--- config.mk ---
export PLATFORM = sky130hd
export DESIGN_NAME = writeback_arbiter_flat
export DESIGN_NICKNAME = d
export VERILOG_FILES = /design/src/rtl/writeback_arbiter_if.sv /design/src/rtl/writeback_arbiter.sv /design/src/flat_wrapper.sv
export SDC_FILE = /design/constraint.sdc
export NUM_CORES = 1
export LEC_CHECK = 0
export CAP_MARGIN = 25
export CELL_PAD_IN_SITES_DETAIL_PLACEMENT = 2
export CELL_PAD_IN_SITES_GLOBAL_PLACEMENT = 2
export CORE_ASPECT_RATIO = 0.9
export CORE_UTILIZATION = 43
export CTS_CLUSTER_SIZE = 28
export DETAILED_ROUTE_END_ITERATION = 10
export DONT_BUFFER_PORTS = 1
export PLACE_DENSITY_LB_ADDON = 0.1
export SYNTH_ARGS = -nofsm -noshare
export SYNTH_HDL_FRONTEND = slang
export SYNTH_SLANG_ARGS = --single-unit
--- constraint.sdc ---
create_clock -name clock -period 5.55 [get_ports clock]
set_input_delay 1.11 -clock clock [delete_from_list [all_inputs] [get_ports clock]]
set_output_delay 1.11 -clock clock [all_outputs]
set_load 0.005 [all_outputs]
--- src/rtl/writeback_arbiter_if.sv ---
// writeback_arbiter_if: ALU/load/issue inputs, scoreboard queries and register-file write port
interface writeback_arbiter_if;
  logic        alu_valid;
  logic [4:0]  alu_rd;
  logic [31:0] alu_data;
  logic        load_valid;
  logic        load_ready;
  logic [4:0]  load_rd;
  logic [31:0] load_data;
  logic        issue_valid;
  logic [4:0]  issue_rd;
  logic [4:0]  query_rs1;
  logic [4:0]  query_rs2;
  logic [4:0]  query_rd;
  logic        busy_rs1;
  logic        busy_rs2;
  logic        busy_rd;
  logic        write_enable;
  logic [4:0]  write_addr;
  logic [31:0] write_data;
  modport slave (
    input  alu_valid, alu_rd, alu_data, load_valid, load_rd, load_data,
           issue_valid, issue_rd, query_rs1, query_rs2, query_rd,
    output load_ready, busy_rs1, busy_rs2, busy_rd, write_enable, write_addr, write_data
  );
  modport master (
    output alu_valid, alu_rd, alu_data, load_valid, load_rd, load_data,
           issue_valid, issue_rd, query_rs1, query_rs2, query_rd,
    input  load_ready, busy_rs1, busy_rs2, busy_rd, write_enable, write_addr, write_data
  );
endinterface

--- src/rtl/writeback_arbiter.sv ---
// writeback_arbiter: ALU-priority merge of ALU and FIFO-buffered load results onto one register-file write port, with pending-load scoreboard; WB_LOAD_BYPASS_EN lets a load skip the empty FIFO
module writeback_arbiter #(
  parameter int DEPTH = 4
) (
  input logic clock,
  input logic async_reset,
  writeback_arbiter_if.slave wb
);
  localparam int AW = $clog2(DEPTH);
  localparam logic [AW:0] FULL = (AW+1)'(DEPTH);
  logic [4:0]    fifo_rd   [DEPTH];
  logic [31:0]   fifo_data [DEPTH];
  logic [AW-1:0] wr_ptr, rd_ptr;
  logic [AW:0]   count;
  logic [31:0]   pending, pending_next, set_mask, clr_mask;
  logic          push, pop, bypass, fifo_push, sel_valid;
  logic [4:0]    sel_rd;
  logic [31:0]   sel_data;
  logic          we_q;
  logic [4:0]    addr_q;
  logic [31:0]   data_q;
  assign wb.load_ready   = count != FULL;
  assign push            = wb.load_valid && wb.load_ready;
  assign pop             = !wb.alu_valid && count != '0;
`ifdef WB_LOAD_BYPASS_EN
  assign bypass          = !wb.alu_valid && count == '0 && push;
`else
  assign bypass          = 1'b0;
`endif
  assign fifo_push       = push && !bypass;
  assign wb.busy_rs1     = pending[wb.query_rs1];
  assign wb.busy_rs2     = pending[wb.query_rs2];
  assign wb.busy_rd      = pending[wb.query_rd];
  assign wb.write_enable = we_q;
  assign wb.write_addr   = addr_q;
  assign wb.write_data   = data_q;
  // Pick the winning result (ALU > FIFO head > bypassed load) and the scoreboard update; a same-cycle set overrides the clear
  always_comb begin
    sel_valid    = wb.alu_valid || pop || bypass;
    sel_rd       = wb.alu_valid ? wb.alu_rd : pop ? fifo_rd[rd_ptr] : wb.load_rd;
    sel_data     = wb.alu_valid ? wb.alu_data : pop ? fifo_data[rd_ptr] : wb.load_data;
    clr_mask     = (pop || bypass) ? (32'd1 << sel_rd) : 32'd0;
    set_mask     = wb.issue_valid ? (32'd1 << wb.issue_rd) : 32'd0;
    pending_next = ((pending & ~clr_mask) | set_mask) & ~32'd1;
  end
  // Load FIFO storage; contents need no reset because count gates every read
  always_ff @(posedge clock) begin
    if (fifo_push) begin
      fifo_rd[wr_ptr]   <= wb.load_rd;
      fifo_data[wr_ptr] <= wb.load_data;
    end
  end
  // FIFO pointers and occupancy; pointers wrap naturally since DEPTH is a power of two
  always_ff @(posedge clock or posedge async_reset) begin
    if (async_reset) begin
      wr_ptr <= '0;
      rd_ptr <= '0;
      count  <= '0;
    end else begin
      wr_ptr <= wr_ptr + AW'(fifo_push);
      rd_ptr <= rd_ptr + AW'(pop);
      count  <= count + (AW+1)'(fifo_push) - (AW+1)'(pop);
    end
  end
  // Pending-load scoreboard
  always_ff @(posedge clock or posedge async_reset) begin
    if (async_reset) pending <= '0;
    else pending <= pending_next;
  end
  // Registered write port; x0 results are consumed but never strobe, idle cycles hold address and data
  always_ff @(posedge clock or posedge async_reset) begin
    if (async_reset) begin
      we_q   <= 1'b0;
      addr_q <= '0;
      data_q <= '0;
    end else if (sel_valid) begin
      we_q   <= sel_rd != 5'd0;
      addr_q <= sel_rd;
      data_q <= sel_data;
    end else begin
      we_q   <= 1'b0;
    end
  end
endmodule

--- src/flat_wrapper.sv ---
// flat-port wrapper written by rule: the top's interface ports become plain ports
module writeback_arbiter_flat 
#(
  parameter int DEPTH = 4
)
  (clock, async_reset, wb_alu_valid, wb_alu_rd, wb_alu_data, wb_load_valid, wb_load_rd, wb_load_data, wb_issue_valid, wb_issue_rd, wb_query_rs1, wb_query_rs2, wb_query_rd, wb_load_ready, wb_busy_rs1, wb_busy_rs2, wb_busy_rd, wb_write_enable, wb_write_addr, wb_write_data);
  writeback_arbiter_if wb_i ();
  input logic clock;
  input logic async_reset;
  input wire logic [$bits(wb_i.alu_valid)-1:0] wb_alu_valid;
  input wire logic [$bits(wb_i.alu_rd)-1:0] wb_alu_rd;
  input wire logic [$bits(wb_i.alu_data)-1:0] wb_alu_data;
  input wire logic [$bits(wb_i.load_valid)-1:0] wb_load_valid;
  input wire logic [$bits(wb_i.load_rd)-1:0] wb_load_rd;
  input wire logic [$bits(wb_i.load_data)-1:0] wb_load_data;
  input wire logic [$bits(wb_i.issue_valid)-1:0] wb_issue_valid;
  input wire logic [$bits(wb_i.issue_rd)-1:0] wb_issue_rd;
  input wire logic [$bits(wb_i.query_rs1)-1:0] wb_query_rs1;
  input wire logic [$bits(wb_i.query_rs2)-1:0] wb_query_rs2;
  input wire logic [$bits(wb_i.query_rd)-1:0] wb_query_rd;
  output wire logic [$bits(wb_i.load_ready)-1:0] wb_load_ready;
  output wire logic [$bits(wb_i.busy_rs1)-1:0] wb_busy_rs1;
  output wire logic [$bits(wb_i.busy_rs2)-1:0] wb_busy_rs2;
  output wire logic [$bits(wb_i.busy_rd)-1:0] wb_busy_rd;
  output wire logic [$bits(wb_i.write_enable)-1:0] wb_write_enable;
  output wire logic [$bits(wb_i.write_addr)-1:0] wb_write_addr;
  output wire logic [$bits(wb_i.write_data)-1:0] wb_write_data;
  assign wb_i.alu_valid = wb_alu_valid;
  assign wb_i.alu_rd = wb_alu_rd;
  assign wb_i.alu_data = wb_alu_data;
  assign wb_i.load_valid = wb_load_valid;
  assign wb_i.load_rd = wb_load_rd;
  assign wb_i.load_data = wb_load_data;
  assign wb_i.issue_valid = wb_issue_valid;
  assign wb_i.issue_rd = wb_issue_rd;
  assign wb_i.query_rs1 = wb_query_rs1;
  assign wb_i.query_rs2 = wb_query_rs2;
  assign wb_i.query_rd = wb_query_rd;
  assign wb_load_ready = wb_i.load_ready;
  assign wb_busy_rs1 = wb_i.busy_rs1;
  assign wb_busy_rs2 = wb_i.busy_rs2;
  assign wb_busy_rd = wb_i.busy_rd;
  assign wb_write_enable = wb_i.write_enable;
  assign wb_write_addr = wb_i.write_addr;
  assign wb_write_data = wb_i.write_data;
  writeback_arbiter #(.DEPTH(DEPTH)) u_core (.clock(clock), .async_reset(async_reset), .wb(wb_i));
endmodule
==> impl_results.rst, run 1 <==
.. list-table::
   :header-rows: 1

   * - Metric
     - Value
   * - CTS H-tree lvls
     - 1
   * - Global-route total usage across every layer
     - 21.7%
   * - Via count of the first global-routing pass
     - 6359
   * - Delay of the slowest critical-path stage
     - 490 ps
   * - Unrepaired setup endpoints after global routing
     - false
   * - Largest cells by area after synthesis
     - edfxtp_1, dfrtp_1, mux4_2
   * - Global-route wire length before repair
     - 38.2 mm
   * - TritonCTS clock tree
     - done
   * - Nets in the synthesized netlist
     - 709
   * - Post-layout util
     - 49.7%
   * - Number of antenna violations at the first check in global routing
     - 1
   * - Number of cell instances on the worst register-to-register path
     - 7
   * - Worst-case vdd ir drop
     - 297 uV
   * - Top-Level Pins
     - 141
   * - Dominant delay contributor by cell family on the critical path
     - multiplexers
   * - Status
     - finished clean
   * - Remaining number of nets flagged by the antenna check after routing
     - 0
   * - Initial core utilization
     - 44.5%
   * - Nets
     - 712
   * - Vias per Instance
     - 5.96
   * - Reg2Reg Setup Slack
     - 2430 ps
   * - Worst setup timing slack at the placement stage
     - 2060 ps
   * - Cell area after synthesis
     - 9760 sq um
   * - Total DRC errors in the routed layout
     - 0
   * - Total wire length
     - 24.4 mm
   * - Final-report hold violation count
     - 0
   * - Area growth from synthesis to layout
     - 11.9%
   * - Worst-case hold slack
     - 417 ps
   * - Latest clock arrival within the worst-skew pair
     - 530 ps
   * - Flip-flop and latch count after synthesis
     - 224
   * - Arrival time worst endpoint
     - 2380 ps
   * - Count of port buffers added during placement
     - 0
   * - Biggest fanout along the worst timing path
     - 9
   * - Class of the most critical hold timing path
     - input pin to async pin
   * - Number of buffers and inverters on the critical path
     - 0
   * - Layout cells sized above 1
     - 20.3%
   * - Slack of the critical path
     - 2060 ps
   * - Total of cells resized after clock tree synthesis
     - 0
   * - Most repeated cell in the gate-level netlist after synthesis
     - edfxtp_1
   * - Number of library cell types mapped by synthesis
     - 45
   * - Die Footprint
     - 23300 sq um
   * - Worst r2r src
     - u_core.count[2]
   * - Gate count of the mapped netlist
     - 605
   * - Ranking of synthesized cells by instance count
     - edfxtp_1, dfrtp_1, mux4_2
   * - Async set-reset flop share out of synthesis
     - 33.9%
   * - Maximum number of pins on one net before global-route repair
     - 89
   * - Library cell occupying the most area in the post-synthesis netlist
     - edfxtp_1
   * - Sequential cell area fraction in the yosys report
     - 65.0%
   * - Final Max Slew Viols
     - 0
   * - Cell repeated most along the worst path
     - mux4_2
   * - Minimum clock period
     - 3490 ps
   * - Clk slew on worst S/H paths
     - 60 ps
   * - Via count
     - 5481
   * - Standard-cell rows
     - 51
   * - Overall die height
     - 145 um
   * - Worst Setup End Kind
     - primary output
   * - Starting DRT DRC Count
     - 335
   * - Yosys warns
     - 0
   * - Root cell of the clock tree
     - clkbuf_16
   * - Final global-route overflow total
     - 0
   * - Crit start category
     - input pin
   * - Data required time at the worst endpoint
     - 4440 ps
   * - Critical R2R Capture
     - u_core.pending[30]
   * - Die X-Extent
     - 161 um
   * - Power density normalized to cell area
     - 518 nW/um^2
   * - Average footprint of a synthesized cell
     - 16.1 sq um
   * - Post-synth EDFFs
     - 148
   * - Cells along the critical path
     - mux4_2, mux4_2, mux2_2
   * - CP Class
     - input pin to primary output
   * - Routability congestion estimate from global placement
     - 0.801
   * - Crit share post-route
     - 62.8%
   * - Hold buffers post-CTS
     - 0
   * - Total iterations of the first detailed-routing run
     - 5
   * - HPWL reported at the end of detailed placement
     - 16.2 mm
   * - Core box area
     - 22000 sq um
   * - Slowest library cell on the worst path
     - mux4_2
   * - Worst-case clock skew
     - 17.9 ps
   * - Peak clock frequency supported by timing
     - 287 MHz
   * - Synth Flop Type
     - edfxtp_1
   * - WL/cell
     - 26.6 um
   * - CTS Buffer Depth
     - 3
   * - Least-Margin Pin Slew
     - 845 ps
   * - CTS Buf Count
     - 25
   * - Final cell count without fillers
     - 919
   * - Leakage power of the design
     - 0.00398 uW
   * - Setup violators final
     - 0
   * - Accumulated negative setup slack
     - 0 ps
   * - Slew headroom
     - 43.7%
   * - Maximum capacitance violations
     - 0
   * - Sink Count
     - 224
   * - Post-Place Cells
     - 871
   * - Setup Buffers After CTS
     - 0
   * - Fraction of synthesized cell area taken by the top area cell type
     - 45.5%
==> registers in the layout, indices dropped and copies added (netlist names) <==
signal and flops:
u_core.pending 31, u_core.wb.write_data 32, u_core.wb.write_enable 1, u_core.fifo_rd 20, u_core.fifo_data 128, u_core.rd_ptr 2
u_core.wr_ptr 2, u_core.wb.write_addr 5, u_core.count 3
==> through the flow <==
| step | instance area, sq um | total power, uW |
|---|---|---|
| after floorplan | 9760 | 3570 |
| after global placement | 10000 | 3920 |
| after detailed placement | 10000 | 4010 |
| after CTS | 10900 | 5740 |
| after global routing | 10900 | 5950 |
| final | 10900 | 5650 |
==> power by group <==
group | internal (uW) | leakage (uW) | switching [uW] | total (uW)
clock | 1040 | 0.000422 | 666 | 1700
sequential | 2210 | 0.00219 | 314 | 2530
combinational | 673 | 0.00136 | 748 | 1420
==> placed cells by master (no fill, tap or decap), types with 4 or more instances in the layout <==
cell / n
a21o_1: 14
a21oi_1: 18
buf_4: 10
clkbuf_16: 25
clkbuf_8: 5
clkinv_1: 4
clkinv_2: 4
dfrtp_1: 74
edfxtp_1: 148
ha_1: 4
inv_1: 13
mux2i_1: 43
mux4_2: 62
nand2_1: 61
nand2b_1: 6
nand3_1: 5
nor2_1: 5
nor2b_1: 10
o21ai_0: 43
o221ai_1: 8
o2bb2ai_1: 15
o31ai_1: 8
==> per-layer routing <==
layer / routed length, um / GRT usage, % / vias to the layer above
met5: 0 / 0 / -
met4: 387 / 4.95 / 0
li1: - / - / 2378
met3: 1620 / 5.43 / 32
met2: 12100 / 36.7 / 155
met1: 10300 / 28.1 / 2916
==> worst max path at each step <==
stage,from,to,slack (ps),cells past startpoint
finish,wb_query_rd[0],wb_busy_rd,2060,3
global route,wb_query_rd[0],wb_busy_rd,2040,3
CTS,wb_query_rd[0],wb_busy_rd,2060,3
detailed placement,wb_query_rd[0],wb_busy_rd,2060,3
global placement,wb_query_rs1[0],wb_busy_rs1,2100,3
floorplan,wb_load_valid,u_core.fifo_data[1][0],1120,2
==> cells by family (layout without fill, tap and decap cells) <==
| kind of cell | count (synthesis) | count (layout) | share of synthesized area (%) |
|---|---|---|---|
| AOI/OAI and AO/OA | 114 | 114 | 7.51 |
| xor gates and xnor gates | 4 | 4 | 0.359 |
| adders and majority gates | 5 | 5 | 0.718 |
| buffers and inverters | 48 | 70 | 2.28 |
| DFF | 224 | 224 | 65.0 |
| muxes | 108 | 108 | 19.1 |
| other | 0 | 1 | 0 |
| and+or+nand+nor | 102 | 102 | 5.03 |
==> final cells by class <==
| class | instances | area (sq um) |
|---|---|---|
| multi-input combinational | 333 | 3210 |
| inverter | 14 | 53.8 |
| tap | 291 | 364 |
| clock buffer | 33 | 706 |
| clock inverter | 13 | 156 |
| sequential | 224 | 6350 |
| timing repair buffer | 10 | 75.1 |
| antenna | 1 | 2.50 |
| fill | 2014 | 11000 |
No activity file was read; power rests on OpenSTA's default activity.
==> run 2, diff against run 1 <==
clock period = 3.6 ns   (was 5.55 ns; I/O delays follow)
==> run 2 against run 1 <==
  * Via count decreased by 0.53%
  * Total power increased by 51%
  * Largest cell class unchanged
  * Clock skew decreased by 1.7 ps
  * Cell area decreased by 0.40%
==> impl_results.rst, run 2 (synthesized netlist as in run 1, its figures left out) <==
.. list-table::
   :header-rows: 1

   * - Metric
     - Value
   * - Remaining number of nets flagged by the antenna check after routing
     - 0
   * - Total of cells resized after clock tree synthesis
     - 0
   * - Crit start category
     - flip-flop
   * - CTS H-tree lvls
     - 1
   * - Worst-case hold slack
     - 76.8 ps
   * - Nets
     - 714
   * - P_int
     - 5900 uW
   * - Minimum clock period
     - 2960 ps
   * - Setup Buffers After CTS
     - 0
   * - Number of antenna violations at the first check in global routing
     - 0
   * - Initial core utilization
     - 44.5%
   * - Biggest fanout along the worst timing path
     - 5
   * - Final Max Slew Viols
     - 0
   * - Worst-case vdd ir drop
     - 432 uV
   * - Accumulated negative setup slack
     - 0 ps
   * - Leading cell types in the layout, fill and taps excluded
     - edfxtp_1, dfrtp_1, mux4_2
   * - Status
     - finished clean
   * - Global-route total usage across every layer
     - 21.9%
   * - WL/cell
     - 26.7 um
   * - Die X-Extent
     - 161 um
   * - Root cell of the clock tree
     - clkbuf_16
   * - Global-route wire length before repair
     - 38.6 mm
   * - Leakage power of the design
     - 0.00397 uW
   * - Hold buffers post-CTS
     - 0
   * - Worst Setup End Kind
     - primary output
   * - HPWL reported at the end of detailed placement
     - 16.7 mm
   * - Register with the most flip-flops
     - u_core.fifo_data
   * - CP Class
     - flip-flop to primary output
   * - Count of port buffers added during placement
     - 0
   * - Peak clock frequency supported by timing
     - 338 MHz
   * - Via count
     - 5452
   * - CTS Buf Count
     - 24
   * - Area growth from synthesis to layout
     - 11.4%
   * - Final-report hold violation count
     - 0
   * - Maximum number of pins on one net before global-route repair
     - 89
   * - Class of the most critical hold timing path
     - input pin to async pin
   * - Part of the total power dissipated in sequential elements
     - 45.8%
   * - Combined area of the multi-input logic cells
     - 3220 sq um
   * - Sink Count
     - 224
   * - Least-Margin Pin Slew
     - 792 ps
   * - Standard-cell rows
     - 51
   * - Total wire length
     - 24.5 mm
   * - Crit share post-route
     - 82.1%
   * - Top-Level Pins
     - 141
   * - Antenna Cells
     - 0
   * - Setup violators final
     - 0
   * - Data required time at the worst endpoint
     - 2880 ps
   * - Clk network pwr share
     - 28.5%
   * - Beginning of the critical path
     - u_core.pending[18]
   * - Routability congestion estimate from global placement
     - 0.867
   * - Layout cells sized above 1
     - 20.9%
   * - Via count of the first global-routing pass
     - 6377
   * - Total area of sequential cells
     - 6350 sq um
   * - Core box area
     - 22000 sq um
   * - Switching portion of total power
     - 30.9%
   * - Maximum capacitance violations
     - 0
   * - Latest clock arrival within the worst-skew pair
     - 520 ps
   * - Number of flip-flops in the largest register
     - 128
   * - CTS Buffer Depth
     - 3
   * - Power density normalized to cell area
     - 785 nW/um^2
   * - Number of inserted filler cells in the final layout
     - 2034
   * - Commonest non-fill, non-tap cell in the layout
     - edfxtp_1
   * - Psw
     - 2640 uW
   * - Vias per Instance
     - 5.93
   * - Total iterations of the first detailed-routing run
     - 4
   * - Total DRC errors in the routed layout
     - 0
   * - Die Footprint
     - 23300 sq um
   * - Worst r2r src
     - u_core.rd_ptr[1]
   * - Unrepaired setup endpoints after global routing
     - false
   * - Overall die height
     - 145 um
   * - Final global-route overflow total
     - 0
   * - Clk slew on worst S/H paths
     - 60 ps
   * - TritonCTS clock tree
     - done
   * - Slew headroom
     - 47.2%
   * - Starting DRT DRC Count
     - 273
   * - Arrival time worst endpoint
     - 2240 ps
   * - Power share of the combinational group
     - 25.7%
   * - Worst-case clock skew
     - 16.2 ps
==> run 2: cell types whose count changed in the layout (fill, tap and decap cells not counted), moves of 2 or more <==
cell | before | now
clkinv_2 | 4 | 10
buf_4 | 10 | 13
clkinv_1 | 4 | 2
clkbuf_8 | 5 | 3
==> run 2: layout make-up <==
class | instances | area share (%)
inverters | 14 | 0.495
flip-flops and latches | 224 | 58.4
multi-input cells | 333 | 29.6
clock buffers | 29 | 5.97
clock inverters | 15 | 1.25
repair buffers | 13 | 0.898
well taps | 291 | 3.35
==> run 2: path summary, 6_finish.rpt <==
check | endpoint | slack, ps | cells after the start
worst min register to register | u_core.wb.write_addr[4] | 550 | 2
worst max register to register | u_core.pending[30] | 800 | 5
worst min-delay path | u_core.pending[23] | 80 | 1
min in group clock | u_core.fifo_data[1][15] | 290 | 0
worst max-delay path | wb_busy_rd | 640 | 3
max in group asynchronous | u_core.pending[14] | 2700 | 2
==> run 2: critical path: stages (launching register included) <==
cell,delay [ps]
dfrtp_1,460
mux4_2,480
mux4_2,490
mux2_2,300
==> run 2: per-stage QoR <==
| stage | worst slack [ps] | cells | util, % | total power (uW) | area [sq um] |
|---|---|---|---|---|---|
| after floorplan | 635 | 605 | - | 5510 | 9770 |
| after global placement | 910 | 874 | 45.9 | 6050 | 10100 |
| after detailed placement | 781 | 874 | 45.9 | 6200 | 10100 |
| after CTS | 610 | 918 | 49.5 | 8690 | 10900 |
| after global routing | 569 | 919 | 49.5 | 9010 | 10900 |
| final | 644 | 919 | 49.5 | 8540 | 10900 |
==> run 2: power groups by stage <==
| stage | combinational (uW) | clock, uW | sequential [uW] |
|---|---|---|---|
| after floorplan | 1810 | 0 | 3700 |
| after global placement | 2140 | 0 | 3910 |
| after detailed placement | 2230 | 0 | 3970 |
| after CTS | 2260 | 2500 | 3930 |
| after global routing | 2440 | 2590 | 3990 |
| final | 2200 | 2430 | 3910 |
==> run 2: layer usage <==
metal	share of wire (%)	GRT usage [%]
met5	0	0
met4	1.6	4.06
met3	7.2	5.86
met2	51	38.2
met1	40	27.6
==> run 3, diff against run 2 <==
CORE_UTILIZATION = 41   (was 43)
clock period = 2.57 ns   (was 3.6 ns; I/O delays follow)
==> run 3 against run 2 <==
  * The flow now finishes with violations (setup timing)
  * Register-to-register slack worse by 470 ps
  * Clock power is 32% higher
  * Non-clock buffer count is 6 higher
  * Core utilization is 2.6 points lower
  * Die area is 4.8% higher
  * Critical endpoint unchanged
  * Highest routed layer unchanged
==> impl_results.rst, run 3 (synthesized netlist as in run 1, its figures left out) <==
.. list-table::
   :header-rows: 1

   * - Metric
     - Value
   * - Final Max Slew Viols
     - 0
   * - Worst-case vdd ir drop
     - 480 uV
   * - Root cell of the clock tree
     - clkbuf_16
   * - Number of cell instances on the worst register-to-register path
     - 6
   * - Arrival time worst endpoint
     - 2220 ps
   * - Crit start category
     - flip-flop
   * - Die X-Extent
     - 165 um
   * - Via count
     - 5516
   * - Number of antenna violations at the first check in global routing
     - 0
   * - CTS Buf Count
     - 24
   * - Class of the most critical hold timing path
     - input pin to flip-flop
   * - Layout cells sized above 1
     - 21.9%
   * - Core box area
     - 23300 sq um
   * - Number of flip-flops in the largest register
     - 128
   * - Crit share post-route
     - 106%
   * - Post-Place Cells
     - 888
   * - Global-route total usage across every layer
     - 20.9%
   * - Status
     - complete, but fails checks
   * - Biggest fanout along the worst timing path
     - 5
   * - Die Footprint
     - 24400 sq um
   * - Commonest non-fill, non-tap cell in the layout
     - edfxtp_1
   * - CTS H-tree lvls
     - 1
   * - Nets
     - 720
   * - Maximum capacitance violations
     - 0
   * - Setup violators final
     - 3
   * - Latest clock arrival within the worst-skew pair
     - 520 ps
   * - Worst setup timing slack at the placement stage
     - 284 ps
   * - Overall die height
     - 148 um
   * - Standard-cell rows
     - 53
   * - Delay of the slowest critical-path stage
     - 480 ps
   * - Leakage power of the design
     - 0.00398 uW
   * - TritonCTS clock tree
     - done
   * - WL/cell
     - 26.0 um
   * - Worst-case clock skew
     - 14.4 ps
   * - Dominant delay contributor by cell family on the critical path
     - multiplexers
   * - Final-report hold violation count
     - 0
   * - Total iterations of the first detailed-routing run
     - 5
   * - Top-Level Pins
     - 141
   * - Area growth from synthesis to layout
     - 12.3%
   * - Maximum number of pins on one net before global-route repair
     - 89
   * - Cells along the critical path
     - mux4_2, mux4_2, mux2_4
   * - Total DRC errors in the routed layout
     - 0
   * - CP Class
     - flip-flop to primary output
   * - Antenna Cells
     - 0
   * - End of the worst hold path
     - u_core.fifo_data[3][9]
   * - Final std cell area, no fill
     - 11000 sq um
   * - Startpoint of the most critical hold path
     - wb_load_data[9]
   * - Slew headroom
     - 62.6%
   * - Peak clock frequency supported by timing
     - 366 MHz
   * - Final cell count without fillers
     - 936
   * - Cell repeated most along the worst path
     - mux4_2
   * - Reg2Reg Setup Slack
     - 330 ps
   * - Critical R2R Capture
     - u_core.pending[1]
   * - Clk slew on worst S/H paths
     - 60 ps
   * - Vias per Instance
     - 5.89
   * - Final global-route overflow total
     - 0
   * - Slack of the critical path
     - -163 ps
   * - Number of buffers and inverters on the critical path
     - 0
   * - Least-Margin Pin Slew
     - 560 ps
   * - Worst-case hold slack
     - 79.8 ps
   * - Worst r2r src
     - u_core.rd_ptr[1]
   * - Hold path depth
     - 0
   * - Worst Setup End Kind
     - primary output
   * - Minimum clock period
     - 2730 ps
   * - Unrepaired setup endpoints after global routing
     - true
   * - Total wire length
     - 24.4 mm
   * - Initial core utilization
     - 41.8%
   * - Count of port buffers added during placement
     - 0
   * - Remaining number of nets flagged by the antenna check after routing
     - 0
   * - Failing checks
     - setup timing
   * - Leading cell types in the layout, fill and taps excluded
     - edfxtp_1, dfrtp_1, mux4_2
   * - Power density normalized to cell area
     - 1090 nW/um^2
   * - Sink Count
     - 224
   * - Data required time at the worst endpoint
     - 2060 ps
   * - Starting DRT DRC Count
     - 381
   * - Via count of the first global-routing pass
     - 6338
   * - Register with the most flip-flops
     - u_core.fifo_data
   * - Slowest library cell on the worst path
     - mux4_2
   * - CTS Buffer Depth
     - 3
   * - HPWL reported at the end of detailed placement
     - 16.7 mm
   * - Post-place instance area
     - 10200 sq um
   * - Routability congestion estimate from global placement
     - 0.908
   * - Global-route wire length before repair
     - 38.1 mm
## run 3: timing repair
item                                    CTS  global route
endpoints found under the setup margin    3             3
buffers inserted                          2             1
hold buffers                              1             0
hold endpoints to repair                 24             0
resized for setup                        11             3
## run 3: power by group
part,switching [uW],leakage (uW),internal [uW]
clock network,1390,0.000354,1820
registers,651,0.00218,4780
logic,1690,0.00144,1570
total,3720,0.00398,8170
## run 3: worst register-to-register path: stages, from the launching register on
cell       delay [ps]
dfrtp_2           590
buf_4             290
mux4_2            400
nor2_1            150
nand2_1           120
or3b_1            400
o2bb2ai_1         140
## run 3: through the flow
step                TNS (ps)  power (uW)  utilization, %
floorplan                  0        7730               -
global placement           0        8590            43.6
detailed placement         0        8800            43.6
CTS                     -536       12100            46.9
global route            -572       12500            46.9
finish                  -458       11900            46.9
## run 3: worst max-delay path by stage
stage / endpoint / from / slack (ps) / cells past startpoint
after floorplan: wb_busy_rd / wb_query_rd[0] / 70 / 4
after global placement: wb_busy_rs2 / wb_query_rs2[0] / 310 / 3
after detailed placement: wb_busy_rd / wb_query_rd[0] / 280 / 3
after CTS: wb_busy_rd / u_core.pending[11] / -200 / 3
after global routing: wb_busy_rs1 / u_core.pending[15] / -200 / 3
final: wb_busy_rd / u_core.pending[10] / -160 / 3
## run 3: area by class of cell
type                    instances  area [sq um]
inverters                      14          53.8
well taps                     302           378
flip-flops and latches        224          6360
clock inverters                 6          40.0
clock buffers                  38           683
multi-input cells             333          3230
fillers                      2189         12400
repair buffers                 19           208
## run 3: metal layers
layer | GRT usage, % | wire (um) | share of wire [%]
met4 | 4.72 | 452 | 1.9
met2 | 35.0 | 11900 | 49
met5 | 0 | 0 | 0
met1 | 27.4 | 9890 | 41
met3 | 5.38 | 2090 | 8.6
